File: config.mk
export PLATFORM = sky130hd
export DESIGN_NAME = mem_access_unit
export DESIGN_NICKNAME = d
export VERILOG_FILES = /design/src/rtl/mem_access_unit.sv
export SDC_FILE = /design/constraint.sdc
export NUM_CORES = 1
export LEC_CHECK = 0
export CORE_UTILIZATION = 45
export CTS_BUF_LIST = sky130_fd_sc_hd__clkbuf_16
export DETAILED_ROUTE_END_ITERATION = 6
export GPL_TIMING_DRIVEN = 0
export PLACE_DENSITY = 0.78
export SLEW_MARGIN = 20
export SYNTH_ARGS = -nofsm -noshare
export SYNTH_HDL_FRONTEND = slang
export SYNTH_SLANG_ARGS = --single-unit
File: constraint.sdc
create_clock -name clk -period 5.85 [get_ports clk]
set_clock_uncertainty 0.1 [all_clocks]
set_input_delay 0.8775 -clock clk [delete_from_list [all_inputs] [get_ports clk]]
set_output_delay 0.8775 -clock clk [all_outputs]
set_load 0.05 [all_outputs]
File: src/rtl/mem_access_unit.sv
// MEM-stage data-memory access unit: one request/grant/response bus transaction per
// load or store. Misaligned and illegal requests are rejected without a bus cycle.
module mem_access_unit #(
    parameter int XLEN = 64
) (
    input  logic              clk,
    input  logic              rst_n,
    input  logic              mem_read_i,
    input  logic              mem_write_i,
    input  logic [2:0]        funct3_i,
    input  logic [XLEN-1:0]   addr_i,
    input  logic [XLEN-1:0]   store_data_i,
    output logic              stall_o,
    output logic [XLEN-1:0]   load_data_o,
    output logic              load_valid_o,
    output logic              err_o,
    output logic              bus_req_o,
    output logic              bus_we_o,
    output logic [XLEN-1:0]   bus_addr_o,
    output logic [XLEN-1:0]   bus_wdata_o,
    output logic [XLEN/8-1:0] bus_wstrb_o,
    input  logic              bus_gnt_i,
    input  logic              bus_rvalid_i,
    input  logic [XLEN-1:0]   bus_rdata_i
);

    localparam int NB = XLEN / 8;

    typedef enum logic [1:0] {IDLE, REQ, WAIT, DONE} state_e;

    state_e      state;
    logic        isLoad;
    logic [2:0]  funct3Reg;
    logic [2:0]  offReg;

    logic              reqPresent;
    logic              illegal;
    logic              misaligned;
    logic [2:0]        off;
    logic [1:0]        accessSize;
    logic [3:0]        accessBytes;
    logic [NB-1:0]     strobeNext;
    logic [XLEN-1:0]   wdataNext;
    logic [XLEN-1:0]   shifted;
    logic [XLEN-1:0]   extended;

    assign off         = addr_i[2:0];
    assign accessSize  = funct3_i[1:0];
    assign accessBytes = 4'd1 << accessSize;
    assign reqPresent  = mem_read_i | mem_write_i;
    assign illegal     = (mem_read_i & mem_write_i)
                       | (mem_read_i & (funct3_i == 3'b111))
                       | (mem_write_i & funct3_i[2]);

    always_comb begin
        misaligned = 1'b0;
        case (accessSize)
            2'd0:    misaligned = 1'b0;
            2'd1:    misaligned = off[0];
            2'd2:    misaligned = (off[1:0] != 2'd0);
            default: misaligned = (off != 3'd0);
        endcase
    end

    // A lane is enabled when it falls inside [off, off + accessBytes).
    generate
        for (genvar gi = 0; gi < NB; gi++) begin : gen_strobe
            assign strobeNext[gi] = (4'(gi) >= {1'b0, off})
                                 && (4'(gi) < ({1'b0, off} + accessBytes));
        end
    endgenerate

    assign wdataNext = store_data_i << {off, 3'b000};
    assign shifted   = bus_rdata_i >> {offReg, 3'b000};

    always_comb begin
        extended = shifted;
        case (funct3Reg)
            3'b000:  extended = {{(XLEN-8){shifted[7]}},   shifted[7:0]};
            3'b001:  extended = {{(XLEN-16){shifted[15]}}, shifted[15:0]};
            3'b010:  extended = {{(XLEN-32){shifted[31]}}, shifted[31:0]};
            3'b100:  extended = {{(XLEN-8){1'b0}},  shifted[7:0]};
            3'b101:  extended = {{(XLEN-16){1'b0}}, shifted[15:0]};
            3'b110:  extended = {{(XLEN-32){1'b0}}, shifted[31:0]};
            default: extended = shifted;
        endcase
    end

    assign stall_o = (state == REQ) || (state == WAIT) || ((state == IDLE) && reqPresent);

    always_ff @(posedge clk) begin
        if (!rst_n) begin
            state        <= IDLE;
            isLoad       <= 1'b0;
            funct3Reg    <= 3'b000;
            offReg       <= 3'b000;
            load_data_o  <= '0;
            load_valid_o <= 1'b0;
            err_o        <= 1'b0;
            bus_req_o    <= 1'b0;
            bus_we_o     <= 1'b0;
            bus_addr_o   <= '0;
            bus_wdata_o  <= '0;
            bus_wstrb_o  <= '0;
        end else begin
            load_valid_o <= 1'b0;
            err_o        <= 1'b0;
            case (state)
                IDLE: begin
                    if (reqPresent) begin
                        if (illegal || misaligned) begin
                            err_o <= 1'b1;
                            state <= DONE;
                        end else begin
                            isLoad      <= mem_read_i;
                            funct3Reg   <= funct3_i;
                            offReg      <= off;
                            bus_req_o   <= 1'b1;
                            bus_we_o    <= mem_write_i;
                            bus_addr_o  <= {addr_i[XLEN-1:3], 3'b000};
                            bus_wstrb_o <= mem_write_i ? strobeNext : '0;
                            bus_wdata_o <= mem_write_i ? wdataNext : '0;
                            state       <= REQ;
                        end
                    end
                end
                REQ: begin
                    if (bus_gnt_i) begin
                        bus_req_o <= 1'b0;
                        state     <= isLoad ? WAIT : DONE;
                    end
                end
                WAIT: begin
                    if (bus_rvalid_i) begin
                        load_data_o  <= extended;
                        load_valid_o <= 1'b1;
                        state        <= DONE;
                    end
                end
                DONE:    state <= IDLE;
                default: state <= IDLE;
            endcase
        end
    end

endmodule
* After elaboration in Yosys (flattened, before gate mapping) *
Index checks and enable logic that the tools add are counted.

cells by class
  $add $sub $neg = 1
  order comparisons = 15
  equal/unequal tests = 15
  shift-type cells = 3
  multiplexer cells = 16
  bitwise operators = 7
  reduce and logical (&&, ||, !) cells = 23

operators with widths
  operator            count
  $pmux 64 s6         1
  $mux 64             1
  $shl 64x6->64       1
  $shr 64x6->64       1
  $lt 3x4->1 const A  4
  $eq 3x3->1 const B  4
  $ge 3x3->1 const A  3
  $reduce_and 3->1    3
  $logic_and 1x1->1   8
  $lt 1x4->1 const A  2
  $lt 2x4->1 const A  2
  $mux 2              4
  $mux 8              1
  $ne 2x2->1 const B  4
  $pmux 2 s4          1
  $eq 2x2->1 const B  3
  $ge 1x3->1 const A  2
  $ge 2x3->1 const A  2
  $mux 1              6
  $add 3x4->4         1
  $eq 2x1->1 const B  2
  $logic_not 2->1     2
  $reduce_and 2->1    2
  $reduce_and 4->1    1
  12 further kinds    19

word-level totals
  register bits after elaboration = 210
  output and inout port bits = 205
  word-level logic and storage cells = 92

* Depth between registers and ports, before layout *
Gate-level depths: netlist (run 1).

  depth in word-level cells = 8
  mapped depth = 10

* Least setup slack after synthesis (run 1) *
Ideal clock, no wire load.

  path kind = in2reg
  start point = input addr_i[1]
  end point = register bus_wstrb_o[2]
  library setup time = 116 ps
  data arrival time = 3106 ps
  setup slack = 2528 ps
  stages on the path = 9
  cells stage by stage = clkbuf_1 > clkbuf_1 > buf_2 > inv_1 > fa_1 > nand2b_1 > o21ai_0 > a211oi_1 > a31o_2

on the way
  longest elaborated chain between the ends = 5

RTL lines
  element                                              line  text
  start, declared                                      11    input logic [XLEN-1:0] addr_i,
  branches (longest 5 deep; another with $add 3x4->4)  --
  end signal, assigned                                 121   bus_wstrb_o <= mem_write_i ? strobeNext : '0;
  end, declared                                        21    output logic [XLEN/8-1:0] bus_wstrb_o,

Several ways; the timed one is not identified.
A chain may end at the register's enable or synchronous reset.

* Final worst setup path (run 1) *
Ends and elaborated chain as after synthesis.

==> results of run 1 <==
-- synthesized netlist by cell type, drive strengths merged (9+ instances only) --
cell type and instances:
dfxtp 210, nand2 207, mux2i 102, a21boi 87, clkbuf 77, nor2 70, o21ai 68, buf 47
a21oi 45, nor2b 39, mux4 35, o221a 32, nand3 24, and2 21, nor3 21, mux2 19
o211a 19, o2bb2ai 19, a211oi 17, a31oi 17, nand2b 16, and3 10, a22oi 9, o21a 9
-- registers in the layout, indices dropped and copies added (netlist names) --
| name | flops |
|---|---|
| bus_wstrb_o | 8 |
| err_o | 1 |
| offReg | 3 |
| bus_addr_o | 61 |
| bus_req_o | 1 |
| state | 2 |
| load_valid_o | 1 |
| load_data_o | 64 |
| funct3Reg | 3 |
| bus_we_o | 1 |
| bus_wdata_o | 64 |
| isLoad | 1 |
-- critical path, stage by stage --
cell	delay, ns
clkdlybuf4s50_1	0.49
clkbuf_1	0.25
clkbuf_1	0.41
buf_2	0.38
inv_1	0.15
fa_1	0.53
nand2b_1	0.18
o21ai_0	0.57
a211oi_1	0.22
a31o_2	0.26
-- final cells by class --
type,instances,area [µm²]
diodes,1,2.50
fillers,2073,7930
plain buffers,124,528
inverters,8,30.0
clock buffers,24,601
well taps,324,405
flip-flops and latches,210,4200
clock inverters,19,183
repair buffers,402,4020
multi-input cells,943,6620
-- per-layer routing --
metal  wire length [µm]  share of wire, %  up-vias  track usage [%]
met1              18300                38     5782             44.1
met5                 11             0.023        -                0
met3               4780                10      131             6.88
met4               2580               5.4        2             17.7
met2              22000                46      804             58.9
li1                   -                 -     5497                -
-- how the worst max path moves through the flow --
| stage | start | to | slack [ns] | cells after the start |
|---|---|---|---|---|
| finish | addr_i[1] | bus_wstrb_o[2]$_SDFFE_PN0P_ | 1.85 | 10 |
| global route | addr_i[1] | bus_wstrb_o[2]$_SDFFE_PN0P_ | 1.70 | 10 |
| CTS | addr_i[1] | bus_wstrb_o[2]$_SDFFE_PN0P_ | 1.96 | 10 |
| detailed placement | addr_i[1] | bus_wstrb_o[2]$_SDFFE_PN0P_ | 1.42 | 10 |
| global placement | addr_i[1] | bus_wstrb_o[2]$_SDFFE_PN0P_ | 1.44 | 10 |
| floorplan | addr_i[1] | bus_wstrb_o[2]$_SDFFE_PN0P_ | 2.53 | 9 |
-- per-stage QoR --
| stage | utilization (%) | instance area [µm²] | power, mW | instances |
|---|---|---|---|---|
| detailed placement | 64.5 | 15800 | 3.69 | 2011 |
| global route | 67.7 | 16600 | 5.38 | 2054 |
| floorplan | - | 11400 | 2.94 | 1285 |
| CTS | 67.7 | 16600 | 5.20 | 2054 |
| global placement | 64.5 | 15800 | 3.68 | 2011 |
| finish | 67.7 | 16600 | 5.20 | 2055 |
-- power by group through the flow --
stage          clock network, mW  logic, mW  registers (mW)
2_1_floorplan                  0      0.696            2.24
3_3_place_gp                   0       1.96            1.72
3_5_place_dp                   0       1.97            1.72
4_1_cts                     1.52       1.99            1.69
5_1_grt                     1.58       2.08            1.71
6_report                    1.51       2.00            1.70
-- logic make-up after synthesis --
| kind of cell | count (synthesis) | share of synthesized area (%) |
|---|---|---|
| and+or+nand+nor | 422 | 16.8 |
| muxes | 156 | 17.8 |
| AOI/OAI and AO/OA | 356 | 22.8 |
| buffers and inverters | 132 | 4.90 |
| adders and majority gates | 6 | 0.726 |
| other | 1 | 0.0330 |
| DFF | 210 | 37.0 |
==> results.yml, run 1 <==
place:
  numPortBuffers: 402
  hpwlAfterDp_um: 37300
  gp_congestion: 0.973
  dp_slack_ns: 1.42
final_layout:
  drive_gt1_share_pct: 9.13
  area_growth_pct: 45.9
  nets: 1920
  final_common_cell: "clkdlybuf4s50_1"
  layout.cells.most_common_list: "402 x clkdlybuf4s50_1, 210 x dfxtp_1, 207 x nand2_1"
power_and_ir_drop:
  p_clk_share_pct: 28.9
  switchingPower_mw: 2.00
  powerDensity_nw_per_um2: 313
  seq_power_share_pct: 32.6
  intPower_mw: 3.20
  combPwrFrac_pct: 38.4
  netSwitchingFraction_pct: 38.5
  peakVddDrop_mv: 0.264
  power.leakage_nw: 6.04
worst_setup_path:
  crit_arrival_ns: 4.32
  crit_path_max_fanout: 10
  startpoint_type: "input port"
  crit_type: "in -> reg"
  end_kind: "flop"
  reg2reg_setup_slack_ns: 2.87
  cp.required_ns: 6.17
  worstReg2RegEnd: "load_data_o[39]$_SDFFE_PN0P_"
  r2r-start: "funct3Reg[1]$_SDFFE_PN0P_"
  reg2regPathDepth: 7
hold_path:
  hold_depth: 2
  hp-class: "reg -> reg"
  min_to: "bus_we_o$_SDFFE_PN0P_"
  min_from: "bus_we_o$_SDFFE_PN0P_"
synth:
  synthTopCellsByArea: "dfxtp_1 37%, mux2i_1 9.0%, mux4_2 6.9%"
  ys_ff_latch: 210
  syn_inst: 1283
  synth_edf_count: 0
  synthArstFlopShare_pct: 0
  yosys_most_used_dff: "dfxtp_1"
  synth_cell_types: 54
  seq_area_frac_synth_pct: 37.0
  synth_warnings: 0
  synth_top_area_share_pct: 37.0
  syn_area_um2: 11400
  syn_area_per_cell_um2: 8.87
  synth_top_cell_by_area: "dfxtp_1"
clock_tree:
  h-tree-depth: 1
  clk_pin_slew_worst_paths_ns: 0.06
  numCtsBuffers: 24
  ctsLongestPathBuffers: 3
  cts_tree: "yes"
  cts_root_buf: "clkbuf_16"
  postCtsHoldBufs: 0
  cts_resized: 0
  clock_sinks: 210
  insertion_delay_ns: 0.52
  post_cts_buffers: 0
global_route:
  grt_pass1_wl_um: 70700
  grt_max_degree: 14
  grt_use_total_pct: 35.5
  antenna_found_initial: 2
  grt-ovfl-total: 0
  grt_pass1_vias: 11700
sta:
  worst_pin_slew_ns: 0.876
  setup_viol: 0
  hold_ws_ns: 0.359
  relSlewSlack_pct: 41.6
  drv_slew: 0
  finalHoldViolCount: 0
  fin_crit_sh_pct: 68.4
  setup_tns_ns: 0
  fin_ws_ns: 1.85
  fmax_mhz: 250
  rsz0062_at_grt: "false"
  min_period_ns: 4.00
floorplan:
  die_w_um: 161
  std_cell_rows: 57
  die_h_um: 161
  core_area_um2: 24500
  ios: 406
  die_area_um2: 25900
  initial_core_util_pct: 46.4
routing:
  dr_total_vias: 12200
  post-route-drc-count: 0
  routed_wl_um: 47700
  drt_iter0_drc: 1188
  firstDrtPassIters: 5
  ant_nets: 0
  routedWlPerCell_um: 23.2
  drt-vias-per-instance: 5.94
outcome:
  status: "completed"
job:
  drv_cap: 0
Note: power is estimated with default switching activity, not from simulation.
==> inputs of run 2 (changes only) <==
- CORE_UTILIZATION: 45 -> 41
- PLACE_DENSITY: 0.78 -> 0.75
- clock period: 5.85 -> 3.3 ns (I/O delays scaled with it)
==> results.yml, run 2 (synthesized netlist as in run 1, its figures left out) <==
final_layout:
  area_growth_pct: 46.8
  layout.cells.most_common_list: "402 x clkdlybuf4s50_1, 210 x dfxtp_1, 207 x nand2_1"
  final_common_cell: "clkdlybuf4s50_1"
  nets: 1920
  largestRegisters: "bus_wdata_o x64, load_data_o x64, bus_addr_o x61"
  drive_gt1_share_pct: 9.14
  num-fill-cells: 2379
worst_setup_path:
  crit_arrival_ns: 3.57
  crit_type: "in -> reg"
  end_kind: "flop"
  reg2reg_setup_slack_ns: 0.37
  crit_path_max_fanout: 10
  r2r-start: "funct3Reg[1]$_SDFFE_PN0P_"
  cp.required_ns: 3.62
  reg2regPathDepth: 7
  worstReg2RegEnd: "load_data_o[38]$_SDFFE_PN0P_"
  startpoint_type: "input port"
place:
  hpwlAfterDp_um: 37300
  gp_congestion: 0.963
  dp_slack_ns: -0.733
  numPortBuffers: 402
floorplan:
  core_area_um2: 27100
  ios: 406
  die_area_um2: 28400
  die_w_um: 169
  std_cell_rows: 60
  initial_core_util_pct: 42.0
  die_h_um: 169
global_route:
  grt_max_degree: 14
  grt-ovfl-total: 0
  grt_use_total_pct: 32.6
  grt_pass1_vias: 11800
  antenna_found_initial: 7
  grt_use_met3_pct: 8.04
  met2_usage_pct: 54.8
  grt_pass1_wl_um: 71100
  globalRouteMet1Util_pct: 39.3
  gr-max-usage-layer: "met2"
routing:
  routedWlPerCell_um: 22.8
  post-route-drc-count: 0
  drt-vias-per-instance: 5.72
  routed_wl_um: 47900
  dr_total_vias: 12000
  ant_nets: 0
  drt_iter0_drc: 1153
  firstDrtPassIters: 5
hold_path:
  hold_depth: 2
  min_from: "bus_addr_o[52]$_SDFFE_PN0P_"
  min_to: "bus_addr_o[52]$_SDFFE_PN0P_"
  hp-class: "reg -> reg"
clock_tree:
  post_cts_buffers: 0
  cts_tree: "yes"
  cts_root_buf: "clkbuf_16"
  clock_sinks: 210
  clk_pin_slew_worst_paths_ns: 0.06
  cts_resized: 2
  insertion_delay_ns: 0.52
  numCtsBuffers: 24
  ctsLongestPathBuffers: 3
  h-tree-depth: 1
  postCtsHoldBufs: 0
sta:
  relSlewSlack_pct: 34.9
  setup_viol: 0
  worst_pin_slew_ns: 0.976
  fin_ws_ns: 0.0482
  fin_crit_sh_pct: 98.5
  min_period_ns: 3.25
  drv_slew: 0
  fmax_mhz: 308
  finalHoldViolCount: 0
  rsz0062_at_grt: "false"
power_and_ir_drop:
  power_mw: 9.38
  powerDensity_nw_per_um2: 562
  power.leakage_nw: 6.07
  peakVddDrop_mv: 0.422
outcome:
  status: "completed"
job:
  drv_cap: 0
==> run 2: changes by cell type in the layout (fill, tap and decap cells not counted), sizes merged <==
cell,before,now
clkinv,10,6
bufinv,3,5
clkbuf,101,102
clkinvlp,2,1
diode,1,2
==> run 2: area by class of cell <==
cell class	instances	area (µm²)	share of cell area (%)
flip-flops and latches	210	4200	25.2
clock inverters	16	198	1.18
clock buffers	25	626	3.75
well taps	372	465	2.79
repair buffers	402	4020	24.1
inverters	8	30.0	0.180
diodes	2	5.00	0.0300
plain buffers	124	529	3.17
multi-input cells	943	6620	39.6
==> run 2: worst max-delay path, stage by stage <==
cell,delay (ns)
clkdlybuf4s50_1,0.48
clkbuf_1,0.27
clkbuf_2,0.33
buf_2,0.35
inv_1,0.15
fa_1,0.53
nand2b_1,0.18
o21ai_1,0.40
a211oi_1,0.16
a31o_2,0.23
==> run 2: worst max-delay path by stage <==
| stage | slack (ns) | endpoint | depth (start not counted) | from |
|---|---|---|---|---|
| after CTS | 0.17 | bus_wstrb_o[2]$_SDFFE_PN0P_ | 10 | addr_i[1] |
| after detailed placement | -0.73 | bus_wstrb_o[2]$_SDFFE_PN0P_ | 10 | addr_i[1] |
| after global placement | -0.73 | bus_wstrb_o[2]$_SDFFE_PN0P_ | 10 | addr_i[1] |
| after global routing | 0.002 | bus_wstrb_o[2]$_SDFFE_PN0P_ | 10 | addr_i[1] |
| after floorplan | 0.36 | bus_wstrb_o[2]$_SDFFE_PN0P_ | 9 | addr_i[1] |
| final | 0.05 | bus_wstrb_o[2]$_SDFFE_PN0P_ | 10 | addr_i[1] |
==> run 2: where the power goes <==
part | total (mW) | internal (mW) | switching (mW)
Combinational | 3.53 | 1.28 | 2.25
Sequential | 3.01 | 2.83 | 0.177
Clock | 2.84 | 1.75 | 1.09
==> run 2: through the flow <==
stage                     util, %  area (µm²)  instances  hold WS (ns)  TNS [ns]
after floorplan                 -       11400       1285         0.363         0
after global placement       58.6       15900       2059         0.346     -5.53
after detailed placement     58.6       15900       2059         0.351     -7.01
after CTS                    61.6       16700       2100         0.365         0
after global routing         61.6       16700       2101         0.375         0
final                        61.6       16700       2102         0.362         0
==> run 2: metal layers <==
layer	routed length, µm	part of all wire [%]	vias to the layer above
met3	4560	9.5	137
met1	18700	39	5723
met4	2240	4.7	10
met5	69	0.14	-
met2	22300	47	672
li1	-	-	5487
==> inputs of run 3 (changes only) <==
- SLEW_MARGIN: 20 -> 40
==> results.yml, run 3 (synthesized netlist as in run 1, its figures left out) <==
hold_path:
  hp-class: "reg -> reg"
  hold_depth: 2
  min_from: "bus_addr_o[61]$_SDFFE_PN0P_"
  min_to: "bus_addr_o[61]$_SDFFE_PN0P_"
final_layout:
  area_growth_pct: 46.5
  final_cell_area_um2: 16700
  nets: 1922
  largestRegisters: "bus_wdata_o x64, load_data_o x64, bus_addr_o x61"
  drive_gt1_share_pct: 9.23
  layout.cells.most_common_list: "402 x clkdlybuf4s50_1, 210 x dfxtp_1, 207 x nand2_1"
  final_core_util_pct: 61.5
  final_common_cell: "clkdlybuf4s50_1"
  antennaDiodeCount: 0
worst_setup_path:
  end_kind: "flop"
  reg2reg_setup_slack_ns: 0.30
  critPathLaunch: "addr_i[1]"
  crit_path_max_fanout: 10
  crit_arrival_ns: 3.51
  r2r-start: "funct3Reg[1]$_SDFFE_PN0P_"
  reg2regPathDepth: 7
  worstReg2RegEnd: "load_data_o[38]$_SDFFE_PN0P_"
  crit_type: "in -> reg"
  startpoint_type: "input port"
  cp.required_ns: 3.62
routing:
  drt_iter0_drc: 1225
  post-route-drc-count: 0
  dr_total_vias: 12000
  drt-vias-per-instance: 5.71
  ant_nets: 0
  firstDrtPassIters: 5
  routedWlPerCell_um: 22.6
  routed_wl_um: 47500
place:
  place_area_um2: 15900
  hpwlAfterDp_um: 37300
  numPortBuffers: 402
  gp_congestion: 0.963
sta:
  hold_ws_ns: 0.361
  worst_pin_slew_ns: 0.912
  relSlewSlack_pct: 39.2
  fin_crit_sh_pct: 96.6
  setup_tns_ns: 0
  rsz0062_at_grt: "false"
  min_period_ns: 3.19
  setup_viol: 0
  finalHoldViolCount: 0
  drv_slew: 0
  fmax_mhz: 314
power_and_ir_drop:
  powerDensity_nw_per_um2: 551
  power.leakage_nw: 6.06
  peakVddDrop_mv: 0.452
floorplan:
  ios: 406
  initial_core_util_pct: 42.0
  die_area_um2: 28400
  core_area_um2: 27100
  std_cell_rows: 60
  die_h_um: 169
  die_w_um: 169
clock_tree:
  insertion_delay_ns: 0.52
  numCtsBuffers: 25
  clock_sinks: 210
  h-tree-depth: 1
  clk_pin_slew_worst_paths_ns: 0.06
  cts_tree: "yes"
  ctsLongestPathBuffers: 3
  postCtsHoldBufs: 0
  cts_root_buf: "clkbuf_16"
global_route:
  antenna_found_initial: 3
  grt_max_degree: 13
  grt_pass1_wl_um: 71000
  grt-ovfl-total: 0
  grt_use_total_pct: 32.4
  grt_pass1_vias: 11800
outcome:
  status: "completed"
job:
  drv_cap: 0
[run 3: cell types whose count changed in the layout (fill, tap and decap cells not counted)]
cell	before	now
clkinv_4	0	1
bufinv_16	5	2
clkbuf_2	2	3
buf_6	2	3
clkinv_1	4	9
diode_2	2	0
inv_6	0	2
clkbuf_1	75	74
[run 3: power by group]
group	internal, mW	switching [mW]	total (mW)
Sequential	2.83	0.174	3.01
Clock	1.53	1.11	2.64
Combinational	1.28	2.25	3.53
[run 3: per-layer routing]
layer / track usage [%] / up-vias / wire length (µm)
li1: - / 5495 / -
met1: 39.4 / 5683 / 18700
met2: 54.9 / 717 / 22300
met3: 7.88 / 117 / 4650
met4: 13.1 / 6 / 1930
met5: 0 / - / 38
[run 3: worst max path at each step]
| stage | endpoint |
|---|---|
| final | bus_wstrb_o[2]$_SDFFE_PN0P_ |
| after global routing | bus_wstrb_o[2]$_SDFFE_PN0P_ |
| after CTS | bus_wstrb_o[2]$_SDFFE_PN0P_ |
| after detailed placement | bus_wstrb_o[4]$_SDFFE_PN0P_ |
| after global placement | bus_wstrb_o[2]$_SDFFE_PN0P_ |
| after floorplan | bus_wstrb_o[2]$_SDFFE_PN0P_ |
[run 3: metrics by stage]
stage | total power [mW] | std cells | setup slack, ns
global route | 9.52 | 2106 | 0.0166
global placement | 6.52 | 2059 | -0.729
floorplan | 5.20 | 1285 | 0.361
finish | 9.18 | 2106 | 0.114
detailed placement | 6.54 | 2059 | -0.717
CTS | 9.19 | 2105 | 0.00170
[run 3: worst max-delay path: stages]
cell and delay [ns]:
clkdlybuf4s50_1 0.48, clkbuf_1 0.26, clkbuf_2 0.32, buf_2 0.34, inv_1 0.15, fa_1 0.53
nand2b_1 0.18, o21ai_1 0.36, a211oi_1 0.15, a31o_2 0.23
[run 3: final cells by class]
cell class | count | area [µm²]
Fill cell | 2371 | 10400
Multi-Input combinational cell | 943 | 6620
Sequential cell | 210 | 4200
Timing Repair Buffer | 403 | 4040
Clock buffer | 25 | 626
Buffer | 124 | 531
Tap cell | 372 | 465
Clock inverter | 21 | 153
Inverter | 8 | 30.0
[run 3: repair_timing]
item	4_1_cts	5_1_grt
pin swaps	0	0
endpoints found under the setup margin	6	6
resized for setup	1	2
buffers inserted	0	0
